$ cat src/rtl/serial_nibble_compare_ctrl.sv
// Serial MSB-first magnitude compare of two W-bit operands, one nibble per
// cycle, using an external combinational 4-bit comparator.
module serial_nibble_compare_ctrl #(
    parameter int NIBBLES = 4
) (
    input  logic                 clk,
    input  logic                 rst_n,
    input  logic                 start,
    input  logic [4*NIBBLES-1:0] a,
    input  logic [4*NIBBLES-1:0] b,
    output logic [3:0]           nib_a,
    output logic [3:0]           nib_b,
    input  logic                 cmp_eq,
    input  logic                 cmp_agb,
    input  logic                 cmp_alb,
    output logic                 busy,
    output logic                 done,
    output logic                 eq,
    output logic                 agb,
    output logic                 alb
);

    localparam int W  = 4 * NIBBLES;
    localparam int IW = (NIBBLES > 1) ? $clog2(NIBBLES) : 1;
    localparam logic [IW-1:0] LAST = IW'(NIBBLES - 1);

    typedef enum logic [1:0] {
        IDLE = 2'd0,
        CMP  = 2'd1,
        FIN  = 2'd2
    } state_t;

    state_t          r_state;
    state_t          w_state_nxt;
    logic [W-1:0]    r_a;
    logic [W-1:0]    r_b;
    logic [IW-1:0]   r_idx;
    logic            r_eq;
    logic            r_agb;
    logic            r_alb;

    logic            w_load;
    logic            w_dec;
    logic            w_set_eq;
    logic            w_set_agb;
    logic            w_set_alb;
    logic [IW+1:0]   w_base;

    // cmp_eq is implied by neither agb nor alb, so it never steers the FSM
    logic            w_unused;
    assign w_unused = cmp_eq;

    always_comb begin
        w_state_nxt = r_state;
        w_load      = 1'b0;
        w_dec       = 1'b0;
        w_set_eq    = 1'b0;
        w_set_agb   = 1'b0;
        w_set_alb   = 1'b0;
        unique case (r_state)
            IDLE: begin
                if (start) begin
                    w_load      = 1'b1;
                    w_state_nxt = CMP;
                end
            end
            CMP: begin
                if (cmp_agb) begin
                    w_set_agb   = 1'b1;
                    w_state_nxt = FIN;
                end else if (cmp_alb) begin
                    w_set_alb   = 1'b1;
                    w_state_nxt = FIN;
                end else if (r_idx == '0) begin
                    w_set_eq    = 1'b1;
                    w_state_nxt = FIN;
                end else begin
                    w_dec       = 1'b1;
                end
            end
            FIN: begin
                w_state_nxt = IDLE;
            end
            default: begin
                w_state_nxt = IDLE;
            end
        endcase
    end

    always_ff @(posedge clk) begin
        if (!rst_n) begin
            r_state <= IDLE;
            r_a     <= '0;
            r_b     <= '0;
            r_idx   <= '0;
            r_eq    <= 1'b0;
            r_agb   <= 1'b0;
            r_alb   <= 1'b0;
        end else begin
            r_state <= w_state_nxt;
            if (w_load) begin
                r_a   <= a;
                r_b   <= b;
                r_idx <= LAST;
                r_eq  <= 1'b0;
                r_agb <= 1'b0;
                r_alb <= 1'b0;
            end
            if (w_dec) begin
                r_idx <= r_idx - IW'(1);
            end
            if (w_set_eq) begin
                r_eq <= 1'b1;
            end
            if (w_set_agb) begin
                r_agb <= 1'b1;
            end
            if (w_set_alb) begin
                r_alb <= 1'b1;
            end
        end
    end

    assign w_base = {r_idx, 2'b00};

    always_comb begin
        nib_a = 4'b0000;
        nib_b = 4'b0000;
        if (r_state == CMP) begin
            nib_a = r_a[w_base +: 4];
            nib_b = r_b[w_base +: 4];
        end
    end

    assign busy = (r_state != IDLE);
    assign done = (r_state == FIN);
    assign eq   = r_eq;
    assign agb  = r_agb;
    assign alb  = r_alb;

endmodule

$ cat config.mk
export PLATFORM = sky130hd
export DESIGN_NAME = serial_nibble_compare_ctrl
export DESIGN_NICKNAME = d
export VERILOG_FILES = /design/src/rtl/serial_nibble_compare_ctrl.sv
export SDC_FILE = /design/constraint.sdc
export NUM_CORES = 1
export LEC_CHECK = 0
export ABC_AREA = 1
export CAP_MARGIN = 20
export CORE_ASPECT_RATIO = 2
export CORE_MARGIN = 3
export CORE_UTILIZATION = 45
export CTS_BUF_LIST = sky130_fd_sc_hd__clkbuf_2
export DETAILED_ROUTE_END_ITERATION = 8
export PLACE_DENSITY_LB_ADDON = 0.2
export SLEW_MARGIN = 10
export SYNTH_ARGS = -nofsm -noshare
export SYNTH_HDL_FRONTEND = slang
export SYNTH_SLANG_ARGS = --single-unit
$ cat constraint.sdc
create_clock -name clk -period 1.8 [get_ports clk]
set_input_delay 0.45 -clock clk [delete_from_list [all_inputs] [get_ports clk]]
set_output_delay 0.45 -clock clk [all_outputs]
set_load 0.02 [all_outputs]
# Yosys cells after proc, flatten, opt, wreduce, memory -nomap -nowiden
# Index checks and enable logic that the tools add are counted.
# word_totals
reg_bits	39
in_bits	38
out_inout_bits	13
wordCells	50
# op_classes
n_addsub	1
eq_ne	4
shifts	2
n_mux	28
n_reduce_logical	8
# ops
operator	n
$shiftx 16x5->4	2
$mux 1	19
$mux 2	6
$reduce_bool 2->1	5
$mux 4	2
$logic_not 2->1	2
$ne 4x4->1 const B	1
$pmux 2 s2	1
$eq 2x1->1 const B	1
$eq 2x2->1 const B	1
$ne 2x2->1 const B	1
$reduce_and 2->1	1
$sub 2x1->2 const B	1

# Depth between registers and ports, before layout
# depth
word_depth	6
mapped_depth	9
ltp_nobuf	7

# Worst setup path before layout
# OpenSTA, ideal clock, no wires.
# synth_path
path_kind	reg2out
start	reg r_idx[0]
end	out nib_a[3]
arrival_ps	1117
required_time_ps	1350
slack_ps	233
path_stages_with_launch	7
n_path_buf	2
cell_sequence	dfxtp_1 -> buf_4 -> buf_4 -> nor2_1 -> nor2_1 -> o21ai_0 -> a21oi_1
# synth_between
elab_chain_len	2
# synth_rtl
element	line_no	source
from (decl)	37	logic [IW-1:0] r_idx;
from (signal assigned)	110	r_idx <= r_idx - IW'(1);
$shiftx 16x5->4	130	nib_a = r_a[w_base +: 4];
$mux 4	129	if (r_state == CMP) begin
to (decl)	11	output logic [3:0] nib_a,
# No other way between the ends.

# Worst setup path in the final report
# layout_path
start	reg r_idx[0]
end	out nib_a[0]
# The elaborated chain is that of the path after synthesis.

==> reports/qor.csv <==
stage,metric,value,unit
cts,CTS sink cnt,39,
sta,Slew @ Worst Pin,0.343,ns
worst_setup_path,Worst setup EP type,output port,
hold_path,worst min path class,flop to flop,
synthesis,"area leader, netlist",dfxtp_1,
worst_setup_path,Critical Path RT,1.35,ns
sta,final hold vios,0,
floorplanning,Die X,49.8,µm
layout,Layout fillers,364,
sta,Clock Skew,0.0117,ns
cts,# hold bufs at CTS,0,
synthesis,Mapped Cells,240,
worst_setup_path,cells along the critical path,buf_6 > nor2_1 > nor2_1 > o21ai_1 > a21oi_1 > buf_4,
drt,WL/cell,11.7,µm
sta,final slew viol count,0,
floorplanning,row cnt,31,
synthesis,Seq cells post-synth,39,
synthesis,yosys warns,0,
power,P per Cell Area,769,mW/mm²
synthesis,Adder-Cell Fraction of Synth Area,0.725,%
sta,Setup TNS Final,-0.737,ns
worst_setup_path,kind of critical path,flop to output port,
synthesis,Syn Nets,279,
drt,initial DRC count,25,
worst_setup_path,Levels on crit path,6,
drt,final wirelength,4080,µm
floorplanning,Placeable Area,0.00365,mm²
drt,DR pass1 iterations,4,
layout,"commonest non-fill, non-tap cell in the layout",nor2_1,
drt,Via density,4.89,
synthesis,post-synthesis mux area share,0,%
synthesis,Yosys cell types,21,
sta,relative slew slack,77.1,%
worst_setup_path,combined buffer and inverter count along the critical path,2,
synthesis,Syn Area/Cell,7.19,µm²
cts,Num CTS Buffers,5,
synthesis,Synth Cell Area,0.00173,mm²
drt,Post-route DRC,0,
drt,antenna-violating nets left,0,
synthesis,Compound-Gate Fraction of Synth Area,17.5,%
cts,CTS root buf,clkbuf_2,
cts,H-tree levels,2,
power,VDD IR max,0.000457,V
drt,Vias,1706,
synthesis,Synth Area in Simple Gates,27.7,%
worst_setup_path,worst endpoint data arrival time,1.48,ns
worst_setup_path,CP peak stage delay,0.42,ns
layout,ANT cells,0,
run,Max Cap Viol,0,
synthesis,Area contributors post-synth,"dfxtp_1 45%, nor2_1 22%, o21ai_0 7.5%",
floorplanning,num ports,51,
synthesis,Main synth FF type,dfxtp_1,
layout,area grow syn2layout,38.6,%
power,Pwr Total,0.00184,W
grt,largest net degree at the start of global routing,37,
layout,share of cells above drive strength 1,18.0,%
sta,fmax,519,MHz
sta,unrepaired setup endpoints after global routing,yes,
grt,GR Util All Layers,19.0,%
floorplanning,Initial Util,47.4,%
sta,setup ws final,-0.126,ns
cts,Max Root-Sink Buffers,2,
worst_setup_path,worst-path fanout max,5,
synthesis,Synth top area share,45.2,%
placement,routability congestion estimate,0.783,
grt,initial antenna violation count,0,
status,violated checks,setup timing,
worst_setup_path,Reg2Reg Depth,9,
worst_setup_path,critical path launch point type,flop,
floorplanning,Die Area,0.00466,mm²
layout,Final nets,338,
synthesis,ys async rst share,0,%
worst_setup_path,"CP delay by family, top",flip-flops,
sta,Final period util,107,%
placement,DP HPWL,2960,µm
synthesis,"Seq/Total Area, Yosys",45.2,%
cts,worst skew pair latency,0.39,ns
worst_setup_path,Critical Path Most Common Cell,nor2_1,
hold_path,Hold Path Stages,2,
status,run status,finished with violations,
synthesis,combinational family with the most area after synthesis,simple AND/OR/NAND/NOR gates,
sta,final-report setup violation count,8,
synthesis,number of synthesized flops with an enable pin,0,
synthesis,Synth Area in XOR/XNOR,0,%
power,Leakage,1.01,nW
floorplanning,Die Ht,93.6,µm
cts,clock slew at reported path FFs,0.18,ns
placement,port bufs,49,
sta,min Tclk post-route,1.93,ns
grt,global-route wire length before repair,6760,µm
grt,vias in the first global route,1616,
cts,CTS tree,done,
grt,grt total ovfl,0,
worst_setup_path,"Slowest-stage cell, CP",dfxtp_4,
layout,"commonest non-fill, non-tap cells in the layout","96 x nor2_1, 37 x dfxtp_1, 36 x clkdlybuf4s50_1, 33 x o21ai_1, 17 x buf_4",
-- cells in the mapped netlist (2+ instances only) --
| master | n |
|---|---|
| inv_1 | 4 |
| nor2_1 | 103 |
| nand4_1 | 2 |
| buf_2 | 3 |
| o21ai_0 | 26 |
| clkbuf_1 | 3 |
| buf_12 | 2 |
| nand2_1 | 4 |
| a21oi_1 | 11 |
| buf_6 | 2 |
| nand3_1 | 3 |
| inv_2 | 5 |
| dfxtp_1 | 39 |
| buf_4 | 4 |
| o21ai_1 | 22 |
| nand2_2 | 2 |
-- where the power goes --
part	leakage, nW	total [W]	switching [W]	internal [W]
registers	0.324	0.000984	0.0000460	0.000938
clock network	0.0290	0.000379	0.000280	0.0000991
logic	0.661	0.000477	0.000238	0.000238
-- flip-flops by register name, indices dropped and copies added, names as in the netlist --
name / flops
r_idx: 2
alb: 1
r_state: 2
agb: 1
r_a: 16
r_b: 16
eq: 1
-- stage by stage --
stage / utilization [%] / std cells / instance area, µm² / hold slack (ns) / setup slack [ns]
floorplan: - / 240 / 1730 / 0.449 / 0.233
global placement: 62.9 / 337 / 2290 / 0.461 / -0.249
CTS: 64.6 / 348 / 2360 / 0.492 / -0.151
detailed placement: 62.9 / 337 / 2290 / 0.467 / -0.266
global route: 65.6 / 349 / 2390 / 0.516 / -0.249
finish: 65.6 / 349 / 2390 / 0.489 / -0.126
-- final timing paths --
check                              start  endpoint  slack, ns
worst max-delay path            r_idx[0]  nib_a[0]      -0.13
worst min-delay path                  eq        eq       0.49
worst max register to register  r_idx[0]  r_idx[1]       0.35
worst min register to register        eq        eq       0.49
-- kinds of logic (layout without fill, tap and decap cells) --
group                    count (synthesis)  in the layout
buffers and inverters                   23             83
AO/OA/AOI/OAI                           60             60
adder cells (fa/ha/maj)                  1              1
flip-flops                              39             39
AND/OR/NAND/NOR                        117            117
-- per-layer routing --
layer  global-route usage (%)  up-vias  part of all wire [%]
li1                         -      897                     -
met1                     18.3      758                    38
met2                     36.0       41                    56
met3                     4.94       10                   4.4
met4                     8.78        0                   2.4
met5                        0        -                     0
-- timing repair --
item                                    4_1_cts  5_1_grt
gates cloned                                  2        0
gates resized for setup                      66       17
setup buffers                                 1        1
endpoints found under the setup margin       13       10
pin swaps                                     8        6
-- tightest hold or removal path, delay by kind of cell (launching register included) --
family / cells / cell delay (ns)
compound gates: 1 / 0.05
flops: 1 / 0.36
simple gates: 1 / 0.06
-- area by class of cell --
type	instances	area [µm²]	share of cell area, %
multi-input combinational	178	825	34.4
clock inverter	2	12.5	0.523
tap	49	61.3	2.56
clock buffer	6	30.0	1.25
inverter	9	41.3	1.73
sequential	39	786	32.8
timing repair buffer	66	638	26.7
No activity file was read; power rests on OpenSTA's default activity.
